==> config.mk <==
export PLATFORM = sky130hd
export DESIGN_NAME = nes_pad_reader
export DESIGN_NICKNAME = d
export VERILOG_FILES = /design/src/rtl/nes_pad_reader.sv
export SDC_FILE = /design/constraint.sdc
export NUM_CORES = 1
export LEC_CHECK = 0
export ABC_AREA = 1
export CORE_ASPECT_RATIO = 1.2
export CORE_MARGIN = 1
export CORE_UTILIZATION = 30
export DETAILED_ROUTE_END_ITERATION = 10
export DONT_BUFFER_PORTS = 1
export SYNTH_ARGS = -nofsm -noshare
export SYNTH_HDL_FRONTEND = slang
export SYNTH_SLANG_ARGS = --single-unit
==> constraint.sdc <==
create_clock -name clk -period 1.8 [get_ports clk]
set_input_delay 0.54 -clock clk [delete_from_list [all_inputs] [get_ports clk]]
set_output_delay 0.54 -clock clk [all_outputs]
set_load 0.02 [all_outputs]
==> src/rtl/nes_pad_reader.sv <==
// nes_pad_reader
// Serial NES/SNES gamepad reader. On each accepted poll it pulses the pad
// latch, clocks BITS active-low button bits in on nes_data and publishes an
// active-high button word plus a mask of buttons that are newly pressed.
//
// Ports
//   clk           system clock (25 MHz pixel clock)
//   reset         synchronous, active-high reset
//   poll          one-cycle read request, honoured only while idle
//   nes_data      serial pad data, active-low, asynchronous to clk
//   nes_latch     pad latch strobe, active-high
//   nes_clk       pad shift clock, idles low
//   buttons       last completed read, active-high, bit i = i-th serial bit
//   pressed_edge  buttons & ~previous buttons, updated together with buttons
//   valid         one-cycle pulse when buttons/pressed_edge update
//   busy          high from the cycle after poll acceptance through the valid cycle
module nes_pad_reader #(
  parameter int BITS      = 8,
  parameter int LATCH_CYC = 300,
  parameter int HALF_CYC  = 150
) (
  input  logic            clk,
  input  logic            reset,
  input  logic            poll,
  input  logic            nes_data,
  output logic            nes_latch,
  output logic            nes_clk,
  output logic [BITS-1:0] buttons,
  output logic [BITS-1:0] pressed_edge,
  output logic            valid,
  output logic            busy
);

  localparam int MAX_CYC = (LATCH_CYC > HALF_CYC) ? LATCH_CYC : HALF_CYC;
  localparam int CNT_W   = $clog2(MAX_CYC) + 1;
  localparam int BIT_W   = (BITS > 1) ? $clog2(BITS) : 1;

  localparam logic [CNT_W-1:0] LATCH_LAST = CNT_W'(LATCH_CYC - 1);
  localparam logic [CNT_W-1:0] HALF_LAST  = CNT_W'(HALF_CYC - 1);
  localparam logic [BIT_W-1:0] BIT_LAST   = BIT_W'(BITS - 1);

  typedef enum logic [2:0] {
    IDLE  = 3'd0,
    LATCH = 3'd1,
    LOW   = 3'd2,
    HIGH  = 3'd3,
    DONE  = 3'd4
  } state_t;

  state_t            state;
  state_t            state_nxt;
  logic [CNT_W-1:0]  cnt;
  logic [BIT_W-1:0]  bit_idx;
  logic              sync_p0;
  logic              sync_p1;
  logic [BITS-1:0]   shift;
  logic [BITS-1:0]   shift_nxt;
  logic              latch_last;
  logic              half_last;
  logic              sample_now;
  logic              last_sample;
  logic              latch_nxt;
  logic              clk_nxt;
  logic              valid_nxt;
  logic              busy_nxt;

  assign latch_last  = (cnt == LATCH_LAST);
  assign half_last   = (cnt == HALF_LAST);
  assign sample_now  = (state == LOW) && half_last;
  assign last_sample = sample_now && (bit_idx == BIT_LAST);

  // Stage p0/p1: two-flop synchroniser on the asynchronous pad data
  always_ff @(posedge clk) begin
    if (reset) begin
      sync_p0 <= 1'b1;
      sync_p1 <= 1'b1;
    end else begin
      sync_p0 <= nes_data;
      sync_p1 <= sync_p0;
    end
  end

  // FSM state register
  always_ff @(posedge clk) begin
    if (reset) begin
      state <= IDLE;
    end else begin
      state <= state_nxt;
    end
  end

  // FSM next-state logic
  always_comb begin
    state_nxt = state;
    case (state)
      IDLE:    if (poll) state_nxt = LATCH;
      LATCH:   if (latch_last) state_nxt = LOW;
      LOW:     if (half_last) state_nxt = (bit_idx == BIT_LAST) ? DONE : HIGH;
      HIGH:    if (half_last) state_nxt = LOW;
      DONE:    state_nxt = IDLE;
      default: state_nxt = IDLE;
    endcase
  end

  // FSM outputs, decoded from the next state so the pins come straight off flops
  always_comb begin
    latch_nxt = (state_nxt == LATCH);
    clk_nxt   = (state_nxt == HIGH);
    valid_nxt = (state_nxt == DONE);
    busy_nxt  = (state_nxt != IDLE);
  end

  always_ff @(posedge clk) begin
    if (reset) begin
      nes_latch <= 1'b0;
      nes_clk   <= 1'b0;
      valid     <= 1'b0;
      busy      <= 1'b0;
    end else begin
      nes_latch <= latch_nxt;
      nes_clk   <= clk_nxt;
      valid     <= valid_nxt;
      busy      <= busy_nxt;
    end
  end

  // Phase counter restarts from zero on every state change and rests at zero when idle
  always_ff @(posedge clk) begin
    if (reset) begin
      cnt     <= '0;
      bit_idx <= '0;
    end else begin
      if ((state == IDLE) || (state_nxt != state)) begin
        cnt <= '0;
      end else begin
        cnt <= cnt + CNT_W'(1);
      end
      if (state == IDLE) begin
        bit_idx <= '0;
      end else if ((state == HIGH) && half_last) begin
        bit_idx <= bit_idx + BIT_W'(1);
      end
    end
  end

  // Shift register with the bit being sampled this cycle merged in, so the
  // final bit reaches buttons on the same edge that enters DONE
  always_comb begin
    shift_nxt = shift;
    if (sample_now) begin
      shift_nxt[bit_idx] = ~sync_p1;
    end
  end

  // Stage p2: sampled bits collect here, hidden until the read completes
  always_ff @(posedge clk) begin
    if (sample_now) begin
      shift <= shift_nxt;
    end
  end

  // Published word changes only when a full read completes; aborted reads leave no trace
  always_ff @(posedge clk) begin
    if (reset) begin
      buttons      <= '0;
      pressed_edge <= '0;
    end else if (last_sample) begin
      buttons      <= shift_nxt;
      pressed_edge <= shift_nxt & ~buttons;
    end
  end

endmodule
Yosys cells after proc, flatten, opt, wreduce, memory -nomap -nowiden
Cells that the tools add are included.
{"block": "word_totals", "rom_bits": 0, "memories": 0, "ram_bits": 0, "latch_bits": 0, "in_bits": 4, "ff_bits": 46}
{"block": "op_classes", "mux": 10, "n_shift": 0, "div": 0, "eq_ne": 10, "n_bitwise": 3, "n_reduce_logical": 9, "add_sub_neg": 2, "n_mul": 0, "magnitude_cmp": 2}
{"cell": "3-bit two-way mux", "n": 5}
{"cell": "3-bit case mux with 4 select lines", "n": 1}
{"cell": "10-bit by 1-bit adder with 10-bit output, second input constant", "n": 1}
{"cell": "10-bit by 8-bit == test with 1-bit output, second input constant", "n": 1}
{"cell": "10-bit by 9-bit == test with 1-bit output, second input constant", "n": 1}
{"cell": "3-bit by 2-bit == test with 1-bit output, second input constant", "n": 3}
{"cell": "8-bit AND", "n": 1}
{"cell": "8-bit bitwise mux", "n": 1}
{"cell": "8-bit two-way mux", "n": 1}
{"cell": "8-bit inverter", "n": 1}
{"cell": "3-bit by 1-bit == test with 1-bit output, second input constant", "n": 2}
{"cell": "3-bit == test, second input constant", "n": 2}
{"cell": "1-bit logical AND", "n": 4}
{"cell": "3-bit by 4-bit < comparator with 1-bit output, second input constant", "n": 1}
{"cell": "2-bit OR reduction", "n": 2}
{"cell": "3-bit by 1-bit adder with 3-bit output, second input constant", "n": 1}
{"cell": "1-bit demux with 3-bit select", "n": 1}
{"cell": "3-bit by 1-bit greater-or-equal comparator with 1-bit output, second input constant", "n": 1}
{"cell": "3-bit logical NOT", "n": 1}
{"cell": "3-bit inequality test", "n": 1}
{"cell": "3-bit nonzero test", "n": 1}
{"cell": "1-bit logical OR", "n": 1}
{"cell": "1-bit two-way mux", "n": 1}
{"cell": "1-bit inverter", "n": 1}

Depth between registers and ports, before layout
Gate-level depths: netlist (run 1).
{"block": "depth", "word_depth": 7, "mapped_depth": 12}

Worst setup path before layout (run 1)
No wires, ideal clock.
{"block": "synth_path", "kind": "reg-to-reg", "start": "reg cnt[0]", "end": "reg shift[0], data pin", "setup_time_ps": 255, "t_required_ps": 1545, "arrival_time_ps": 1273, "path_slack_ps": 272, "stages_incl_launch_ff": 10, "cell_sequence": "dfxtp_1 -> ha_1 -> nand3_1 -> inv_1 -> nand3_4 -> nor2_8 -> buf_12 -> nand2_2 -> o21ai_2 -> inv_2"}
{"block": "synth_via", "elab_chain_cells": 3}
{"element": "start: declaration", "line": "52", "text": "logic [CNT_W-1:0] cnt;"}
{"element": "start signal: assignment", "line": "136", "text": "cnt <= cnt + CNT_W'(1);"}
{"element": "10-bit by 8-bit == test with 1-bit output", "line": "68", "text": "assign half_last = (cnt == HALF_LAST);"}
{"element": "1-bit logical AND", "line": "69", "text": "assign sample_now = (state == LOW) && half_last;"}
{"element": "net sample_now", "line": "60", "text": "logic sample_now;"}
{"element": "8-bit two-way mux", "line": "150", "text": "if (sample_now) begin"}
{"element": "net shift_nxt[0]", "line": "57", "text": "logic [BITS-1:0] shift_nxt;"}
{"element": "end signal: assignment", "line": "158", "text": "shift <= shift_nxt;"}
{"element": "end: declaration", "line": "56", "text": "logic [BITS-1:0] shift;"}
The timed path passes the listed nets, and every way through them passes these cells.
A chain may end at the register's enable or synchronous reset.

Final worst setup path (run 1)
{"block": "layout_path", "start": "reg cnt[1]", "end": "reg pressed_edge[4]"}
{"block": "layout_via", "elab_chain_cells": 4, "word_cells_on_any_way": 5}
{"element": "10-bit by 8-bit == test with 1-bit output", "line": "68"}
{"element": "1-bit logical AND", "line": "69"}
{"element": "8-bit two-way mux", "line": "150"}
{"element": "net shift_nxt[4]", "line": "57"}
{"element": "8-bit AND", "line": "169", "text": "pressed_edge <= shift_nxt & ~buttons;"}
{"element": "end signal: assignment", "line": "169"}
{"element": "end: declaration", "line": "29", "text": "output logic [BITS-1:0] pressed_edge,"}
The timed path passes the listed nets, and every way through them passes these cells.

==> impl_metrics.env, run 1 <==
export IMPL_drt_met1_wl_um=1770
export IMPL_top_area_cell_type_share_of_the_netlist_area_pct=35.5
export IMPL_post_synth_xor_area_fraction_pct=2.86
export IMPL_grt_pass1_wl_um=6520
export IMPL_h_tree_depth=2
export IMPL_synthDistinctLibCells=28
export IMPL_die_area_um2=7500
export IMPL_period_needed_ns=1.65
export IMPL_maxCapViolCount=0
export IMPL_slew_viol_final=0
export IMPL_crit_path_start_kind="flip-flop"
export IMPL_design_core_area_um2=6900
export IMPL_global_route_overflow_total=0
export IMPL_worst_path_setup_slack_after_routing_ns=0.147
export IMPL_layout_cell_share_with_drive_strength_beyond_1_pct=16.5
export IMPL_highest_count_cells_in_the_layout_ignoring_fill_and_taps="sky130_fd_sc_hd__nand2_1 (50), sky130_fd_sc_hd__inv_1 (38), sky130_fd_sc_hd__dfxtp_1 (37)"
export IMPL_final_hold_worst_slack_ns=0.310
export IMPL_grt_setup_unrepaired="no"
export IMPL_syn_avg_cell_area_um2=8.25
export IMPL_ys_warnings_count=0
export IMPL_vias=1619
export IMPL_dominant_combinational_cell_family_by_area_after_synthesis="simple AND/OR/NAND/NOR gates"
export IMPL_routabilityCongestion=0.762
export IMPL_static_power_due_to_leakage_nw=0.945
export IMPL_detail_route_first_pass_iterations=4
export IMPL_insertion_delay_ns=0.30
export IMPL_viasPerCell=4.50
export IMPL_final_min_period_over_clock_period_pct=91.8
export IMPL_detailedPlace_worstSlack_ns=0.111
export IMPL_p_per_area_nw_per_um2=731
export IMPL_synth_mux_area_share_pct=0
export IMPL_synth_yosys_seq_area_share_pct=46.6
export IMPL_clockBufferDepth=2
export IMPL_number_of_clock_sinks_seen_by_cts=46
export IMPL_crit_path_end_kind="flip-flop"
export IMPL_clockRootBuffer="sky130_fd_sc_hd__clkbuf_8"
export IMPL_route_detailed_wl_per_inst_um=10.7
export IMPL_multi_input_area_um2=953
export IMPL_tightestPinTransition_ns=0.348
export IMPL_met2_length_um=1880
export IMPL_required_ns=2.05
export IMPL_achievable_frequency_mhz=605
export IMPL_routed_top_layer="met4"
export IMPL_irDropWorstVdd_mv=0.417
export IMPL_postSynthRegisterBits=46
export IMPL_hold_path_class="input port to flip-flop"
export IMPL_cts_hold_repair_buffers=0
export IMPL_timing_final_setup_violations=0
export IMPL_fin_tns_setup_ns=0
export IMPL_synth_largest_area_cell="sky130_fd_sc_hd__dfxtp_1"
export IMPL_pin_count=24
export IMPL_p_total_mw=1.73
export IMPL_met3_wirelength_um=140
export IMPL_layout_nets=280
export IMPL_die_width_um=79.2
export IMPL_grt_max_degree=18
export IMPL_final_seq_area_um2=1000
export IMPL_synthSimpleGateAreaFrac_pct=29.7
export IMPL_fillCellCount=718
export IMPL_die_y_um=94.6
export IMPL_cts_buffers=5
export IMPL_finalWirelength_um=3840
export IMPL_detail_route_iter0_violations=37
export IMPL_finalInstanceArea_um2=2370
export IMPL_ant_nets=0
export IMPL_slew_headroom_pct=76.8
export IMPL_yosys_area_share_adder_pct=2.33
export IMPL_initial_utilization_pct=31.1
export IMPL_layout_cells_most_common="sky130_fd_sc_hd__nand2_1"
export IMPL_antenna_found_initial=0
export IMPL_timing_hold_violations_final=0
export IMPL_tritoncts="done"
export IMPL_finalClockSkew_ns=0.00828
export IMPL_synth_compound_area_share_pct=9.56
export IMPL_dp_hpwl_um=2840
export IMPL_status="finished clean"
export IMPL_path_clk_slew_ns=0.09
export IMPL_synth_area_um2=2150
export IMPL_worst_ep_arrival_time_ns=1.90
export IMPL_worstSetupPathType="flip-flop to flip-flop"
export IMPL_std_cell_rows=33
export IMPL_drc=0
export IMPL_global_route_usage_total_pct=11.3
export IMPL_worst_path_max_fanout=16
export IMPL_syn_nets=268
export IMPL_dpl_instance_area_um2=2270
export IMPL_synth_top_cells_by_area="sky130_fd_sc_hd__dfxtp_1 (35%), sky130_fd_sc_hd__edfxtp_1 (11%), sky130_fd_sc_hd__nand2_1 (8.7%)"
export IMPL_antennaDiodeCount=0
export IMPL_synthToLayoutAreaGrowth_pct=10.3
export IMPL_placement_io_buffers=0
export IMPL_synthesis_instances=260
export IMPL_via_count_of_the_first_global_routing_pass=1544
worst max-delay path: stages (launching register included):
cell and delay [ns]:
sky130_fd_sc_hd__dfxtp_1 0.33, sky130_fd_sc_hd__inv_1 0.06, sky130_fd_sc_hd__ha_1 0.14, sky130_fd_sc_hd__nand3_1 0.11, sky130_fd_sc_hd__inv_1 0.11, sky130_fd_sc_hd__nand3_4 0.14, sky130_fd_sc_hd__nor2_8 0.27, sky130_fd_sc_hd__buf_4 0.20
sky130_fd_sc_hd__o21ai_2 0.06, sky130_fd_sc_hd__inv_1 0.07, sky130_fd_sc_hd__nand3_1 0.06, sky130_fd_sc_hd__nand2_1 0.06
per-stage QoR:
| step | utilization [%] | cells |
|---|---|---|
| after CTS | 34.1 | 358 |
| final | 34.3 | 360 |
| after detailed placement | 32.9 | 350 |
| after global routing | 34.3 | 360 |
| after global placement | 32.9 | 350 |
| after floorplan | - | 260 |
Yosys cell counts:
cell type	count
sky130_fd_sc_hd__nor2_1	23
sky130_fd_sc_hd__o21ai_2	8
sky130_fd_sc_hd__nand2_1	50
sky130_fd_sc_hd__nor2_2	2
sky130_fd_sc_hd__nand2_2	4
sky130_fd_sc_hd__dfxtp_1	38
sky130_fd_sc_hd__a21oi_1	1
sky130_fd_sc_hd__buf_12	1
sky130_fd_sc_hd__nor2_8	2
sky130_fd_sc_hd__ha_1	4
sky130_fd_sc_hd__or2_2	2
sky130_fd_sc_hd__nand4_1	3
sky130_fd_sc_hd__and3_1	1
sky130_fd_sc_hd__nand2_4	2
sky130_fd_sc_hd__inv_4	1
sky130_fd_sc_hd__inv_1	38
sky130_fd_sc_hd__nor3_1	21
sky130_fd_sc_hd__edfxtp_1	8
sky130_fd_sc_hd__xor2_1	7
sky130_fd_sc_hd__inv_2	5
sky130_fd_sc_hd__a31oi_4	1
sky130_fd_sc_hd__o21ai_0	13
sky130_fd_sc_hd__nand3_4	1
sky130_fd_sc_hd__nand3_1	14
sky130_fd_sc_hd__o22ai_1	7
sky130_fd_sc_hd__nand4_4	1
sky130_fd_sc_hd__clkbuf_1	1
sky130_fd_sc_hd__nor2_4	1
power by group:
part	internal [mW]	switching, mW	total [mW]
logic	0.0167	0.0383	0.0550
registers	1.05	0.0110	1.06
clock network	0.270	0.345	0.615
total	1.34	0.394	1.73
kinds of logic after synthesis:
logic type | after synthesis
flops | 46
xor+xnor | 7
fa+ha+maj | 4
compound gates | 30
buf+inv | 46
simple gates | 127
per-layer routing:
| layer | global-route usage [%] | vias up |
|---|---|---|
| li1 | - | 861 |
| met1 | 13.1 | 731 |
| met2 | 19.0 | 23 |
| met3 | 3.57 | 4 |
| met4 | 5.00 | 0 |
| met5 | 0 | - |
flip-flops by register name, indices dropped and copies added, names as in the netlist:
register,cells
bit_idx,3
busy,1
buttons,8
cnt,10
nes_clk,1
nes_latch,1
pressed_edge,8
shift,8
state,3
sync_p0,1
sync_p1,1
valid,1
final timing paths:
check	startpoint	end	slack, ns	cells past startpoint
hold reg to reg	sync_p0	sync_p1	0.41	1
setup reg to reg	cnt[1]	pressed_edge[4]	0.15	11
setup / recovery	cnt[1]	pressed_edge[4]	0.15	11
hold / removal	reset	valid	0.31	1
layout make-up:
class                   count  share of cell area, %
clock inverters             2                  0.423
well taps                  87                   4.60
flip-flops and latches     46                   42.3
multi-input cells         168                   40.3
inverters                  44                   7.08
repair buffers              7                   2.22
clock buffers               6                   3.07
repair_timing:
item                                    in CTS  in global routing
buffers inserted                             0                  2
resized for setup                            0                  1
endpoints found under the setup margin       0                 14
hold endpoints to repair                     0                  0
No activity file was read; power rests on OpenSTA's default activity.
==> run 2, diff against run 1 <==
--- a/config.mk
+++ b/config.mk
@@ -5,7 +5,7 @@
 export SDC_FILE = /design/constraint.sdc
 export NUM_CORES = 1
 export LEC_CHECK = 0
-export ABC_AREA = 1
+export ABC_AREA = 0
 export CORE_ASPECT_RATIO = 1.2
 export CORE_MARGIN = 1
 export CORE_UTILIZATION = 30
==> run 2 against run 1 <==
Effect of this change: core utilization is 4.1 points higher; critical path type unchanged; largest cell class is now multi-input combinational cells; largest power group unchanged; die area grew 0.57%; cell count decreased by 5.0%; first-iteration DRC count increased by 78%.
==> impl_metrics.env, run 2 <==
export IMPL_layout_cells_most_common="sky130_fd_sc_hd__dfxtp_1"
export IMPL_synth_commonest_cells="sky130_fd_sc_hd__dfxtp_1 (38), sky130_fd_sc_hd__o21ai_0 (23), sky130_fd_sc_hd__nor2_1 (20)"
export IMPL_grt_max_degree=18
export IMPL_most_used_flip_flop_cell_after_synthesis="sky130_fd_sc_hd__dfxtp_1"
export IMPL_worstSetupPathType="flip-flop to flip-flop"
export IMPL_slew_headroom_pct=62.3
export IMPL_async_reset_ff_share_pct=0
export IMPL_viasPerCell=5.08
export IMPL_synth_yosys_seq_area_share_pct=46.4
export IMPL_layout_cell_share_with_drive_strength_beyond_1_pct=26.7
export IMPL_initial_utilization_pct=31.3
export IMPL_detail_route_first_pass_iterations=4
export IMPL_pin_count=24
export IMPL_worst_path_setup_slack_after_routing_ns=0.0439
export IMPL_global_route_usage_total_pct=13.1
export IMPL_registers_top_by_ff_count="cnt"
export IMPL_final_min_period_over_clock_period_pct=97.6
export IMPL_detailedPlace_worstSlack_ns=-0.128
export IMPL_finalClockSkew_ns=0.00531
export IMPL_fillCellCount=688
export IMPL_timing_hold_violations_final=0
export IMPL_worst_path_max_fanout=6
export IMPL_die_width_um=79.4
export IMPL_global_route_overflow_total=0
export IMPL_path_clk_slew_ns=0.09
export IMPL_route_detailed_wl_per_inst_um=13.9
export IMPL_synthToLayoutAreaGrowth_pct=22.9
export IMPL_layout_core_utilization_pct=38.5
export IMPL_irDropWorstVdd_mv=0.368
export IMPL_drc=0
export IMPL_crit_path_start_kind="flip-flop"
export IMPL_status="finished clean"
export IMPL_detail_route_iter0_violations=66
export IMPL_design_core_area_um2=6900
export IMPL_synth_largest_area_cell="sky130_fd_sc_hd__dfxtp_1"
export IMPL_largest_register_ff_count=10
export IMPL_multi_input_area_um2=1140
export IMPL_antennaDiodeCount=0
export IMPL_top_area_cell_type_share_of_the_netlist_area_pct=35.2
export IMPL_finalInstanceArea_um2=2650
export IMPL_synth_area_um2=2160
export IMPL_timing_final_setup_violations=0
export IMPL_die_y_um=94.9
export IMPL_syn_nets=236
export IMPL_p_per_area_nw_per_um2=691
export IMPL_ys_warnings_count=0
export IMPL_std_cell_rows=33
export IMPL_vias=1737
export IMPL_synthesis_instances=228
export IMPL_h_tree_depth=2
export IMPL_placement_io_buffers=0
export IMPL_yosys_cell_count_top_type="sky130_fd_sc_hd__dfxtp_1"
export IMPL_finalWirelength_um=4770
export IMPL_number_of_clock_sinks_seen_by_cts=46
export IMPL_antenna_found_initial=0
export IMPL_synth_top_cells_by_area="sky130_fd_sc_hd__dfxtp_1 (35%), sky130_fd_sc_hd__edfxtp_1 (11%), sky130_fd_sc_hd__o21ai_0 (5.3%)"
export IMPL_syn_avg_cell_area_um2=9.47
export IMPL_static_power_due_to_leakage_nw=0.875
export IMPL_achievable_frequency_mhz=569
export IMPL_edff_count_synth=8
export IMPL_period_needed_ns=1.76
export IMPL_ant_nets=0
export IMPL_insertion_delay_ns=0.29
export IMPL_dpl_instance_area_um2=2370
export IMPL_highest_count_cells_in_the_layout_ignoring_fill_and_taps="sky130_fd_sc_hd__dfxtp_1 (36), sky130_fd_sc_hd__buf_4 (24), sky130_fd_sc_hd__nor2_1 (20)"
export IMPL_maxCapViolCount=0
export IMPL_grt_pass1_wl_um=7690
export IMPL_layout_nets=262
export IMPL_die_area_um2=7540
export IMPL_cts_hold_repair_buffers=0
export IMPL_clockBufferDepth=2
export IMPL_final_seq_area_um2=1000
export IMPL_grt_setup_unrepaired="yes"
export IMPL_routabilityCongestion=0.801
export IMPL_slew_viol_final=0
export IMPL_synthDistinctLibCells=49
export IMPL_dp_hpwl_um=3180
export IMPL_cts_buffers=5
export IMPL_tritoncts="done"
export IMPL_postSynthRegisterBits=46
export IMPL_hold_path_class="input port to flip-flop"
export IMPL_worst_ep_arrival_time_ns=1.96
export IMPL_clockRootBuffer="sky130_fd_sc_hd__clkbuf_8"
export IMPL_via_count_of_the_first_global_routing_pass=1622
export IMPL_crit_path_end_kind="flip-flop"
export IMPL_required_ns=2.01
export IMPL_tightestPinTransition_ns=0.565
==> run 2: cell count changes after synthesis, sizes merged, moves of 8 or more <==
cell / before / now
nand3: 15 / 7
nand2: 56 / 3
o2bb2ai: 0 / 8
nor3: 21 / 7
o31ai: 0 / 8
inv: 44 / 11
==> run 2: report_power, final <==
part | internal (mW) | total (mW) | leakage, nW | switching [mW]
clock network | 0.266 | 0.612 | 0.0416 | 0.346
registers | 1.05 | 1.07 | 0.353 | 0.0179
logic | 0.0677 | 0.147 | 0.480 | 0.0796
==> run 2: cells by family (layout without fill, tap and decap cells) <==
logic type,Yosys count,in the layout,share of synthesized area [%]
buffers and inverters,23,50,4.87
AND/OR/NAND/NOR,89,89,25.3
multiplexers,2,2,0.928
adder cells (fa/ha/maj),4,4,2.32
XOR/XNOR,9,9,3.65
AO/OA/AOI/OAI,55,55,16.6
flip-flops,46,46,46.4
==> run 2: final cells by class <==
type | instances | share of cell area (%)
Multi-Input combinational cell | 159 | 43.1
Inverter | 11 | 1.70
Sequential cell | 46 | 37.8
Timing Repair Buffer | 31 | 10.1
Clock buffer | 5 | 2.59
Clock inverter | 3 | 0.613
Tap cell | 87 | 4.10
==> run 2: repair_timing <==
| item | 4_1_cts | 5_1_grt |
|---|---|---|
| hold endpoints to repair | 0 | 0 |
| endpoints found under the setup margin | 24 | 36 |
| gates resized for setup | 12 | 22 |
| gates cloned | 0 | 2 |
| setup buffers | 6 | 1 |
| pin swaps | 2 | 5 |
==> run 2: path summary, 6_finish.rpt <==
path,from,endpoint,slack (ns),cells past startpoint
setup / recovery,cnt[1],cnt[2],0.04,8
hold / removal,reset,valid,0.31,1
setup reg to reg,cnt[1],cnt[2],0.04,8
hold reg to reg,sync_p0,sync_p1,0.42,1
==> run 2: through the flow <==
stage / setup TNS, ns / hold slack [ns] / cells / total power, mW
finish: 0 / 0.308 / 342 / 1.83
global route: -0.324 / 0.292 / 342 / 1.90
CTS: -0.0728 / 0.301 / 339 / 1.80
detailed placement: -1.47 / 0.404 / 325 / 1.19
global placement: -0.831 / 0.396 / 325 / 1.19
floorplan: 0 / 0.389 / 228 / 1.16
==> run 2: worst max-delay path: stages (launching register included) <==
cell	delay (ns)
sky130_fd_sc_hd__dfxtp_2	0.35
sky130_fd_sc_hd__inv_2	0.05
sky130_fd_sc_hd__ha_4	0.14
sky130_fd_sc_hd__and4bb_2	0.24
sky130_fd_sc_hd__buf_4	0.16
sky130_fd_sc_hd__a31oi_1	0.27
sky130_fd_sc_hd__a211oi_4	0.08
sky130_fd_sc_hd__buf_12	0.17
sky130_fd_sc_hd__nor4_1	0.21
==> run 2: layer usage <==
metal,wire [um],GRT usage (%),up-vias
li1,-,-,884
met1,2220,15.3,821
met2,2320,23.1,27
met3,179,3.67,5
met4,44,4.09,0
met5,0,0,-
==> edit (flow settings as in run 2) <==
Remove the register `nes_latch`: a continuous assignment takes its place, so the output `nes_latch` follows one clock earlier.
--- a/src/rtl/nes_pad_reader.sv
+++ b/src/rtl/nes_pad_reader.sv
@@ -112,17 +112,17 @@
 
   always_ff @(posedge clk) begin
     if (reset) begin
-      nes_latch <= 1'b0;
       nes_clk   <= 1'b0;
       valid     <= 1'b0;
       busy      <= 1'b0;
     end else begin
-      nes_latch <= latch_nxt;
       nes_clk   <= clk_nxt;
       valid     <= valid_nxt;
       busy      <= busy_nxt;
     end
   end
+
+  assign nes_latch = latch_nxt;
 
   // Phase counter restarts from zero on every state change and rests at zero when idle
   always_ff @(posedge clk) begin
Check against the original RTL: not equivalent (a bounded check fails within 4 cycles, from zero or initial values and one cycle with reset high).
==> edit against run 2 <==
The flow now finishes with violations (negative setup slack). Synthesized cell count is 5.7% lower. Design area is 12% higher. Synthesized area is 4.1% lower. Largest cell class unchanged. Wire length is 10% higher. Combinational power is 33% lower. Register-to-register slack worse by 0.26 ns. Critical path type is now flip-flop to primary output. Die area is 4.0% lower. Core utilization is 6.7 points higher. Largest power group unchanged. Critical path depth is 3 lower. Maximum frequency is 14% lower. Setup slack worse by 0.29 ns. Sequential cell count is 1 lower. Total power is 3.0% higher.
==> edit: results <==
group,metric,value,unit
logic_synthesis,synth-edff-count,8,
critical_path,reg2reg_slack,-0.22,ns
place,pre_cts_slack,-0.0736,ns
place,gp_routability_congestion,0.881,
global_routing,grt_max_degree,22,
detailed_routing,avgRoutedWirePerCell,15.8,um
logic_synthesis,yosysUniqueCellTypes,46,
pwr,p_leak,1.06,nW
detailed_routing,drt_iter0_drc,46,
logic_synthesis,syn_inst,215,
layout,stdcell_count,331,
logic_synthesis,avgSynthCellArea,9.63,um2
sta,holdWs,0.297,ns
clock_network,clockRootBuffer,"clkbuf_8",
layout,layout-drive-gt1-share,39.8,%
logic_synthesis,ys_top_cells_by_count,"dfxtp_1, nand2_1, o21ai_0",
clock_network,ctsResizeCount,38,
global_routing,track_usage,14.1,%
detailed_routing,first_pass_iters,4,
place,dp_hpwl,2990,um
critical_path,r2r_end,"pressed_edge[3]",
global_routing,grt_pass1_wl,7990,um
global_routing,grt_pass1_vias,1653,
sta,worst_clock_skew,0.00536,ns
sta,max_slew_margin,57.5,%
global_routing,grt_use_met2,25.7,%
min_path,hold_path_depth,1,
global_routing,use_met3,3.71,%
logic_synthesis,seq_area_frac_synth,47.4,%
clock_network,postCtsSetupBuffers,7,
logic_synthesis,yosys-top-cells-area,"dfxtp_1, edfxtp_1, o31ai_1",
detailed_routing,met2_length,2860,um
status,violations,"negative setup slack",
detailed_routing,drt-met1-wl,2100,um
detailed_routing,vias,1756,
min_path,hold_end,"valid",
sta,setup_slack,-0.246,ns
critical_path,endpoint,"nes_latch",
pwr,ir_worst_vdd,0.000400,V
global_routing,grt_use_met1,15.6,%
critical_path,r2r_cells,5,
sta,setup_tns,-5.09,ns
layout,final_nets,254,
detailed_routing,wl_met3,191,um
sta,setup_viol,41,
critical_path,slowest_stage,"dfxtp_2",
critical_path,crit_family,"simple AND/OR/NAND/NOR gates",
critical_path,arrival,1.51,ns
critical_path,cp_max_fo,3,
critical_path,timing.rr.start,"state[1]",
status,status,"complete, but fails checks",
edit: logic make-up after synthesis:
group	share of synthesized area [%]
buffers and inverters	4.29
AO/OA/AOI/OAI	19.1
multiplexers	2.90
flip-flops	47.4
XOR/XNOR	3.81
AND/OR/NAND/NOR	20.1
adder cells (fa/ha/maj)	2.42
edit: where the power goes:
group          switching, mW  internal (mW)
combinational         0.0606         0.0382
clock                  0.348          0.404
sequential            0.0112           1.03
edit: worst register-to-register path: stages (launching register included):
cell	delay, ns
dfxtp_1	0.63
nor2b_1	0.33
nand4_4	0.18
or3_4	0.46
buf_12	0.17
o31ai_4	0.18
edit: layout make-up:
type	count	area, um2	share of cell area [%]
inverters	7	28.8	0.971
clock inverters	2	35.0	1.18
clock buffers	5	68.8	2.32
flip-flops and latches	45	983	33.2
well taps	85	106	3.59
repair buffers	34	362	12.2
multi-input cells	153	1380	46.6
